File: src/rtl/instruction_fetch_unit_pkg.sv
// Shared RV32 definitions for the fetch stage.
// Contents: RV32_XLEN, RV32_NOP (addi x0,x0,0), the fetch_entry_t buffer entry type
// and a word-alignment helper.
package instruction_fetch_unit_pkg;

    localparam int unsigned RV32_XLEN = 32;
    localparam logic [31:0] RV32_NOP  = 32'h0000_0013;

    typedef struct packed {
        logic [RV32_XLEN-1:0] instr;
        logic [RV32_XLEN-1:0] pc;
    } fetch_entry_t;

    function automatic logic [RV32_XLEN-1:0] word_align(input logic [RV32_XLEN-1:0] addr);
        return {addr[RV32_XLEN-1:2], 2'b00};
    endfunction

endpackage

File: src/rtl/instruction_fetch_unit_if.sv
// Bus bundle around the fetch stage: redirect input from execute, the instruction-memory
// request/response channel and the valid/ready instruction channel towards decode.
// Modports: master = fetch unit, slave = its environment (execute, imem, decode).
interface instruction_fetch_unit_if;
    import instruction_fetch_unit_pkg::*;

    logic                 redirect_valid;
    logic [RV32_XLEN-1:0] redirect_pc;
    logic                 imem_req_valid;
    logic                 imem_req_ready;
    logic [RV32_XLEN-1:0] imem_req_addr;
    logic                 imem_resp_valid;
    logic [RV32_XLEN-1:0] imem_resp_data;
    logic                 instr_valid;
    logic                 instr_ready;
    logic [RV32_XLEN-1:0] instruction;
    logic [RV32_XLEN-1:0] instr_pc;

    modport master (
        input  redirect_valid, redirect_pc,
        output imem_req_valid, imem_req_addr,
        input  imem_req_ready, imem_resp_valid, imem_resp_data,
        output instr_valid, instruction, instr_pc,
        input  instr_ready
    );

    modport slave (
        output redirect_valid, redirect_pc,
        input  imem_req_valid, imem_req_addr,
        output imem_req_ready, imem_resp_valid, imem_resp_data,
        input  instr_valid, instruction, instr_pc,
        output instr_ready
    );

endinterface

File: src/rtl/instruction_fetch_unit_fifo.sv
// fetch_fifo: synchronous FIFO with push, pop, flush and occupancy outputs.
// Ports: clk, rst_n (sync, active-low), push_i/push_data_i, pop_i, flush_i,
//        head_o (registered head entry), count_o, empty_o, full_o.
// Flush wins over push/pop in the same cycle; push and pop together are both honoured.
module fetch_fifo #(
    parameter int unsigned WIDTH = 32,
    parameter int unsigned DEPTH = 2
) (
    input  logic                           clk,
    input  logic                           rst_n,
    input  logic                           push_i,
    input  logic [WIDTH-1:0]               push_data_i,
    input  logic                           pop_i,
    input  logic                           flush_i,
    output logic [WIDTH-1:0]               head_o,
    output logic [$clog2(DEPTH+1)-1:0]     count_o,
    output logic                           empty_o,
    output logic                           full_o
);
    localparam int unsigned AW = (DEPTH > 1) ? $clog2(DEPTH) : 1;
    localparam int unsigned CW = $clog2(DEPTH+1);

    logic [WIDTH-1:0] mem_q [DEPTH];
    logic [AW-1:0]    wr_ptr_q, wr_ptr_d;
    logic [AW-1:0]    rd_ptr_q, rd_ptr_d;
    logic [CW-1:0]    count_q, count_d;
    logic             do_push, do_pop;

    function automatic logic [AW-1:0] ptr_inc(input logic [AW-1:0] p);
        return (p == AW'(DEPTH-1)) ? '0 : p + AW'(1);
    endfunction

    assign empty_o = (count_q == '0);
    assign full_o  = (count_q == CW'(DEPTH));
    assign count_o = count_q;
    assign head_o  = mem_q[rd_ptr_q];

    always_comb begin
        do_pop   = pop_i && !empty_o;
        // A full FIFO can still accept a push when the head leaves in the same cycle.
        do_push  = push_i && (!full_o || do_pop);
        wr_ptr_d = wr_ptr_q;
        rd_ptr_d = rd_ptr_q;
        count_d  = count_q;
        if (flush_i) begin
            wr_ptr_d = '0;
            rd_ptr_d = '0;
            count_d  = '0;
        end else begin
            if (do_push) wr_ptr_d = ptr_inc(wr_ptr_q);
            if (do_pop)  rd_ptr_d = ptr_inc(rd_ptr_q);
            count_d = count_q + CW'(do_push) - CW'(do_pop);
        end
    end

    always_ff @(posedge clk) begin
        if (!rst_n) begin
            wr_ptr_q <= '0;
            rd_ptr_q <= '0;
            count_q  <= '0;
        end else begin
            wr_ptr_q <= wr_ptr_d;
            rd_ptr_q <= rd_ptr_d;
            count_q  <= count_d;
        end
    end

    // Storage needs no reset: entries are only visible once counted.
    always_ff @(posedge clk) begin
        if (do_push && !flush_i) begin
            mem_q[wr_ptr_q] <= push_data_i;
        end
    end

endmodule

File: src/rtl/instruction_fetch_unit.sv
// instruction_fetch_unit: owns the PC, issues word fetches to instruction memory, buffers
// returned words and hands {instruction, pc} to decode.
// Ports: clk, rst_n (sync, active-low), bus (instruction_fetch_unit_if.master): redirect,
//        imem request/response and the decode valid/ready channel.
// Request slots are reserved up front (outstanding + buffered < FIFO_DEPTH), so a response
// always finds room in the buffer.
module instruction_fetch_unit
    import instruction_fetch_unit_pkg::*;
#(
    parameter logic [31:0] RESET_PC        = 32'h0000_0000,
    parameter int unsigned FIFO_DEPTH      = 2,
    parameter int unsigned MAX_OUTSTANDING = 2
) (
    input  logic                      clk,
    input  logic                      rst_n,
    instruction_fetch_unit_if.master  bus
);
    localparam int unsigned OW  = $clog2(MAX_OUTSTANDING+1);
    localparam int unsigned FCW = $clog2(FIFO_DEPTH+1);
    localparam int unsigned EW  = $bits(fetch_entry_t);

    logic [RV32_XLEN-1:0] pc_q, pc_d;
    logic [OW-1:0]        outstanding_q, outstanding_d;
    logic [OW-1:0]        drop_cnt_q, drop_cnt_d;
    logic                 run_q;

    logic                 req_valid, req_fire, resp_fire;
    logic                 buf_push, buf_pop, buf_empty, buf_full;
    logic [FCW-1:0]       buf_count;
    logic [EW-1:0]        buf_head_raw;
    fetch_entry_t         buf_head, buf_push_entry;
    logic [RV32_XLEN-1:0] tag_head;
    logic                 tag_empty, tag_full;
    logic [OW-1:0]        tag_count;
    logic                 unused_sig;

    assign unused_sig = ^{tag_count, buf_full};

    always_comb begin
        // run_q delays the first request to the cycle after reset is released.
        req_valid = run_q
                    && ((32'(outstanding_q) + 32'(buf_count)) < FIFO_DEPTH)
                    && (32'(outstanding_q) < MAX_OUTSTANDING)
                    && !tag_full;
        req_fire  = req_valid && bus.imem_req_ready;
        // Responses with nothing outstanding are a protocol error and are ignored.
        resp_fire = bus.imem_resp_valid && !tag_empty;

        buf_push_entry       = '0;
        buf_push_entry.instr = bus.imem_resp_data;
        buf_push_entry.pc    = tag_head;
        buf_push = resp_fire && (drop_cnt_q == '0) && !bus.redirect_valid;
        buf_pop  = !buf_empty && bus.instr_ready && !bus.redirect_valid;

        outstanding_d = outstanding_q + OW'(req_fire) - OW'(resp_fire);

        drop_cnt_d = drop_cnt_q;
        if (resp_fire && (drop_cnt_q != '0)) drop_cnt_d = drop_cnt_q - OW'(1);
        // Everything still in flight after this cycle belongs to the old stream.
        if (bus.redirect_valid) drop_cnt_d = outstanding_d;

        pc_d = pc_q;
        if (req_fire) pc_d = pc_q + 32'd4;
        if (bus.redirect_valid) pc_d = word_align(bus.redirect_pc);
    end

    assign buf_head = fetch_entry_t'(buf_head_raw);

    assign bus.imem_req_valid = req_valid;
    assign bus.imem_req_addr  = pc_q;
    assign bus.instr_valid    = !buf_empty;
    assign bus.instruction    = buf_empty ? RV32_NOP : buf_head.instr;
    assign bus.instr_pc       = buf_empty ? '0 : buf_head.pc;

    always_ff @(posedge clk) begin
        if (!rst_n) begin
            pc_q          <= RESET_PC;
            outstanding_q <= '0;
            drop_cnt_q    <= '0;
            run_q         <= 1'b0;
        end else begin
            pc_q          <= pc_d;
            outstanding_q <= outstanding_d;
            drop_cnt_q    <= drop_cnt_d;
            run_q         <= 1'b1;
        end
    end

    fetch_fifo #(
        .WIDTH (EW),
        .DEPTH (FIFO_DEPTH)
    ) u_instr_buf (
        .clk         (clk),
        .rst_n       (rst_n),
        .push_i      (buf_push),
        .push_data_i (buf_push_entry),
        .pop_i       (buf_pop),
        .flush_i     (bus.redirect_valid),
        .head_o      (buf_head_raw),
        .count_o     (buf_count),
        .empty_o     (buf_empty),
        .full_o      (buf_full)
    );

    // Tag queue keeps the PC of every in-flight request, stale ones included.
    fetch_fifo #(
        .WIDTH (RV32_XLEN),
        .DEPTH (MAX_OUTSTANDING)
    ) u_tag_q (
        .clk         (clk),
        .rst_n       (rst_n),
        .push_i      (req_fire),
        .push_data_i (pc_q),
        .pop_i       (resp_fire),
        .flush_i     (1'b0),
        .head_o      (tag_head),
        .count_o     (tag_count),
        .empty_o     (tag_empty),
        .full_o      (tag_full)
    );

endmodule

File: src/flat_wrapper.sv
// flat-port wrapper written by rule: the top's interface ports become plain ports
module instruction_fetch_unit_flat import instruction_fetch_unit_pkg::*;
#(
    parameter logic [31:0] RESET_PC        = 32'h0000_0000,
    parameter int unsigned FIFO_DEPTH      = 2,
    parameter int unsigned MAX_OUTSTANDING = 2
)
  (clk, rst_n, bus_redirect_valid, bus_redirect_pc, bus_imem_req_valid, bus_imem_req_addr, bus_imem_req_ready, bus_imem_resp_valid, bus_imem_resp_data, bus_instr_valid, bus_instruction, bus_instr_pc, bus_instr_ready);
  instruction_fetch_unit_if bus_i ();
  input  logic clk;
  input  logic rst_n;
  input wire logic [$bits(bus_i.redirect_valid)-1:0] bus_redirect_valid;
  input wire logic [$bits(bus_i.redirect_pc)-1:0] bus_redirect_pc;
  output wire logic [$bits(bus_i.imem_req_valid)-1:0] bus_imem_req_valid;
  output wire logic [$bits(bus_i.imem_req_addr)-1:0] bus_imem_req_addr;
  input wire logic [$bits(bus_i.imem_req_ready)-1:0] bus_imem_req_ready;
  input wire logic [$bits(bus_i.imem_resp_valid)-1:0] bus_imem_resp_valid;
  input wire logic [$bits(bus_i.imem_resp_data)-1:0] bus_imem_resp_data;
  output wire logic [$bits(bus_i.instr_valid)-1:0] bus_instr_valid;
  output wire logic [$bits(bus_i.instruction)-1:0] bus_instruction;
  output wire logic [$bits(bus_i.instr_pc)-1:0] bus_instr_pc;
  input wire logic [$bits(bus_i.instr_ready)-1:0] bus_instr_ready;
  assign bus_i.redirect_valid = bus_redirect_valid;
  assign bus_i.redirect_pc = bus_redirect_pc;
  assign bus_imem_req_valid = bus_i.imem_req_valid;
  assign bus_imem_req_addr = bus_i.imem_req_addr;
  assign bus_i.imem_req_ready = bus_imem_req_ready;
  assign bus_i.imem_resp_valid = bus_imem_resp_valid;
  assign bus_i.imem_resp_data = bus_imem_resp_data;
  assign bus_instr_valid = bus_i.instr_valid;
  assign bus_instruction = bus_i.instruction;
  assign bus_instr_pc = bus_i.instr_pc;
  assign bus_i.instr_ready = bus_instr_ready;
  instruction_fetch_unit #(.RESET_PC(RESET_PC), .FIFO_DEPTH(FIFO_DEPTH), .MAX_OUTSTANDING(MAX_OUTSTANDING)) u_core (.clk(clk), .rst_n(rst_n), .bus(bus_i));
endmodule
File: config.mk
export PLATFORM = sky130hd
export DESIGN_NAME = instruction_fetch_unit_flat
export DESIGN_NICKNAME = d
export VERILOG_FILES = /design/src/rtl/instruction_fetch_unit_pkg.sv /design/src/rtl/instruction_fetch_unit_if.sv /design/src/rtl/instruction_fetch_unit_fifo.sv /design/src/rtl/instruction_fetch_unit.sv /design/src/flat_wrapper.sv
export SDC_FILE = /design/constraint.sdc
export NUM_CORES = 1
export LEC_CHECK = 0
export ABC_AREA = 1
export CORE_UTILIZATION = 40
export CTS_BUF_LIST = sky130_fd_sc_hd__clkbuf_16
export DETAILED_ROUTE_END_ITERATION = 16
export PLACE_DENSITY = 0.62
export SLEW_MARGIN = 5
export SYNTH_ARGS = -nofsm -noshare
export SYNTH_HDL_FRONTEND = slang
export SYNTH_SLANG_ARGS = --single-unit
File: constraint.sdc
create_clock -name clk -period 6.4 [get_ports clk]
set_clock_uncertainty 0.15 [all_clocks]
set_input_delay 1.92 -clock clk [delete_from_list [all_inputs] [get_ports clk]]
set_output_delay 1.92 -clock clk [all_outputs]
set_load 0.02 [all_outputs]
==> summary.md <==
| Metric | Value |
|---|---|
| Synth Warn # | `0` |
| Number of fill cells in the layout | `2,078` |
| Mean number of vias per cell | `4.75` |
| Post-DP HPWL | `13,400 um` |
| Worst reg2reg path startpoint | `u_core.u_instr_buf.count_o[0]$_SDFF_PP0_` |
| Count of input and output buffers | `161` |
| Die extent in y | `158 um` |
| Setup repair after global routing missed its margin | `false` |
| Total of flip-flops plus latches after synthesis | `229` |
| Count of flip-flops with a built-in enable after synthesis | `184` |
| Core area | `0.0238 sq mm` |
| Combinational share of power | `15.4%` |
| Most frequently used cell type in the post-synthesis netlist | `nand2_1` |
| Synth cell count leaders | `nand2_1, edfxtp_1, a21oi_1` |
| Combined buffer and inverter count along the critical path | `3` |
| Most instantiated flip-flop cell in the synthesis netlist | `edfxtp_1` |
| Last weighted congestion value of the routability-driven placer | `0.861` |
| Total Routed Length | `21,300 um` |
| Count of final max-slew check failures | `0` |
| Avg Cell Area, Syn | `10.8 sq um` |
| Final ANT Viol Nets | `0` |
| GR Util All Layers | `17.0%` |
| Clock-pin slew on the worst setup and hold paths | `0.06 ns` |
| Instance count on the critical path | `5` |
| Endpoint arrival time on the critical path | `2.65 ns` |
| Clk Tree Root Cell | `clkbuf_16` |
| Top fanout value on the critical path | `35` |
| Crit path required time | `4.33 ns` |
| Capture point of the worst path | `bus_instr_pc[20]` |
| Async set-or-reset flop fraction in the synthesized netlist | `0%` |
| DRC viols | `0` |
| Pin count of the biggest net entering global routing | `63` |
| Share of power burned in registers | `49.9%` |
| Clock network power share | `34.7%` |
| Run status | `finished clean` |
| Initial DRT Pass Iterations | `5` |
| Die Area | `0.0251 sq mm` |
| Design Area, Final | `0.0125 sq mm` |
| Peak supply drop | `0.000207 V` |
| Count of distinct cell types in the synthesized netlist | `37` |
| Instance area at placement | `0.0117 sq mm` |
| Top cell type's share of synthesized area | `56.4%` |
| Max-cap violation count | `0` |
| Kind of path behind the tightest hold check | `reg2reg` |
| Max Freq | `212 MHz` |
| Vias in the first global route | `6,237` |
| Cell Pwr Density | `296 mW/mm^2` |
| Global-route wire length before repair | `33,000 um` |
| Reg2reg end | `u_core.bus.imem_req_addr[14]$_SDFFE_PN0P_` |
| Post-cts repair resize count | `0` |
| Number of cell instances on the worst register-to-register path | `9` |
| Cell area after technology mapping | `0.00980 sq mm` |
| Total number of vias | `6,675` |
| Area added between synthesis and finish | `27.2%` |
| Leakage | `4.49 nW` |
| Design internal power | `2.76 mW` |
| Overflow left after global routing | `0` |
| Maximum level of the CTS H-tree | `1` |
| Crit-path max cell delay | `0.64 ns` |
| Proportion of total power due to net switching | `25.2%` |
| Worst-case hold slack | `0.324 ns` |
| Critical Path, Cell by Cell | `inv_2, buf_4, nand2_1, a21oi_1, clkdlybuf4s50_1` |
| N_diodes | `0` |
| Number of buffers added for setup after CTS | `0` |
| Overall power after layout | `3.69 mW` |
| Family with the most delay on the worst path | `buffers and inverters` |
| Final setup vio count | `0` |
| I/O Pins | `168` |
| Slew at the pin with the worst max-slew slack | `0.859 ns` |
| Highest-delay cell along the critical path | `clkdlybuf4s50_1` |
| Worst setup slack for register-to-register paths | `3.63 ns` |
| Number of buffers between clock root and the deepest sink | `3` |
| WL per Instance | `15.1 um` |
| Cell row count | `56` |
| DRT iter0 DRCs | `447` |
| Initial cell density of the core | `41.2%` |
| Antenna violations before repair | `0` |
| Crit start category | `register` |
| Switching pwr | `0.930 mW` |
| Final hold vios | `0` |
| Clock latency on the worst-skew pair | `0.51 ns` |
| Clock tree from TritonCTS | `done` |
| Startpoint-to-endpoint class of the critical path | `reg2out` |
| Slew headroom | `42.8%` |
| Tmin final | `4.72 ns` |
| Total Nets Final | `1,148` |
| Crit path capture type | `primary output` |
| Setup TNS after final layout | `0 ns` |
| Largest area contributor in the synthesized netlist | `edfxtp_1` |
| Total CTS buffers | `24` |
| Share of post-route cells with drive strength above 1 | `10.9%` |
| Clock sink total | `229` |
| Sequential fraction of the synthesis area | `65.6%` |
| Biggest area contributors in the synthesized netlist | `edfxtp_1, nand2_1, dfxtp_1, a21oi_1, mux2_2` |
| Horizontal die dimension | `158 um` |
| Part of the cycle the worst path needs | `73.7%` |
| Count of hold buffers inserted by post-cts repair | `0` |
| Number of cells produced by synthesis | `910` |
## logic make-up (layout without fill, tap and decap cells)
| group | after synthesis | count (layout) | share of synthesized area, % |
|---|---|---|---|
| mux | 30 | 30 | 3.45 |
| flops | 229 | 229 | 65.6 |
| compound gates | 117 | 117 | 6.23 |
| simple gates | 400 | 400 | 17.8 |
| buf+inv | 115 | 288 | 4.89 |
| xor+xnor | 9 | 9 | 0.805 |
| other cells | 1 | 4 | 0.0383 |
| fa+ha+maj | 9 | 9 | 1.23 |
## layer usage
layer  track usage [%]  vias to the layer above  wire [um]
met5                 0                        -          0
met4              4.53                        0        459
met3              2.94                       31       1290
met2              26.7                      183       9520
met1              24.2                     3070      10000
li1                  -                     3391          -
## sequential cells by signal, indices dropped and copies added (netlist names), named ones only
register	flops
u_core.u_tag_q.wr_ptr_q	1
u_core.run_q	1
u_core.bus.imem_req_addr	30
u_core.u_tag_q.mem_q	60
u_core.outstanding_q	2
u_core.u_instr_buf.mem_q	124
u_core.u_instr_buf.rd_ptr_q	1
u_core.u_instr_buf.count_o	2
u_core.u_instr_buf.wr_ptr_q	1
u_core.u_tag_q.rd_ptr_q	1
u_core.drop_cnt_q	2
u_core.u_tag_q.count_o	2
## placed cells by master (no fill, tap or decap), drive strengths merged
cell             n
conb             4
clkinvlp         3
inv             79
nand4            3
xor2             4
o31ai            1
bufinv           1
a21oi           90
edfxtp         184
xnor2            5
o21ai           17
nand3b           1
buf             11
or2              2
clkinv           8
and3             1
dfxtp           45
nor2            61
nand3           62
ha               8
clkdlybuf4s50  161
and2             2
clkbuf          25
nor3             2
a31oi            7
fa               1
nand2          266
o21bai           2
mux2            30
## final cells by class
cell class | instances | area (sq um) | area share (%)
Tap cell | 319 | 399 | 3.20
Clock buffer | 25 | 626 | 5.02
Sequential cell | 229 | 6430 | 51.6
Inverter | 73 | 274 | 2.20
Multi-Input combinational cell | 569 | 2930 | 23.5
Timing Repair Buffer | 172 | 1690 | 13.6
Clock inverter | 18 | 111 | 0.894
## through the flow
stage,worst slack [ns],instances,util [%]
2_1_floorplan,0.747,913,-
3_3_place_gp,1.53,1362,49.4
3_5_place_dp,1.51,1362,49.4
4_1_cts,1.61,1405,52.5
5_1_grt,1.46,1405,52.5
6_report,1.68,1405,52.5
## how the worst min path moves through the flow
stage          slack (ns)  depth (start not counted)                                 start                                   end
3_5_place_dp         0.31                          1  u_core.u_tag_q.rd_ptr_q$_SDFFE_PN0P_  u_core.u_tag_q.rd_ptr_q$_SDFFE_PN0P_
5_1_grt              0.35                          1  u_core.u_tag_q.rd_ptr_q$_SDFFE_PN0P_  u_core.u_tag_q.rd_ptr_q$_SDFFE_PN0P_
4_1_cts              0.32                          1  u_core.u_tag_q.rd_ptr_q$_SDFFE_PN0P_  u_core.u_tag_q.rd_ptr_q$_SDFFE_PN0P_
2_1_floorplan        0.28                          1  u_core.u_tag_q.rd_ptr_q$_SDFFE_PN0P_                              register
6_report             0.32                          1  u_core.u_tag_q.rd_ptr_q$_SDFFE_PN0P_  u_core.u_tag_q.rd_ptr_q$_SDFFE_PN0P_
3_3_place_gp         0.29                          1  u_core.u_tag_q.rd_ptr_q$_SDFFE_PN0P_  u_core.u_tag_q.rd_ptr_q$_SDFFE_PN0P_
## power groups by stage
| stage | clock network [mW] | logic, mW | registers, mW |
|---|---|---|---|
| after global placement | 0 | 0.560 | 1.87 |
| final | 1.28 | 0.568 | 1.84 |
| after CTS | 1.32 | 0.575 | 1.84 |
| after detailed placement | 0 | 0.570 | 1.87 |
| after floorplan | 0 | 0.352 | 1.88 |
| after global routing | 1.37 | 0.631 | 1.85 |
Note: power is estimated with default switching activity, not from simulation.
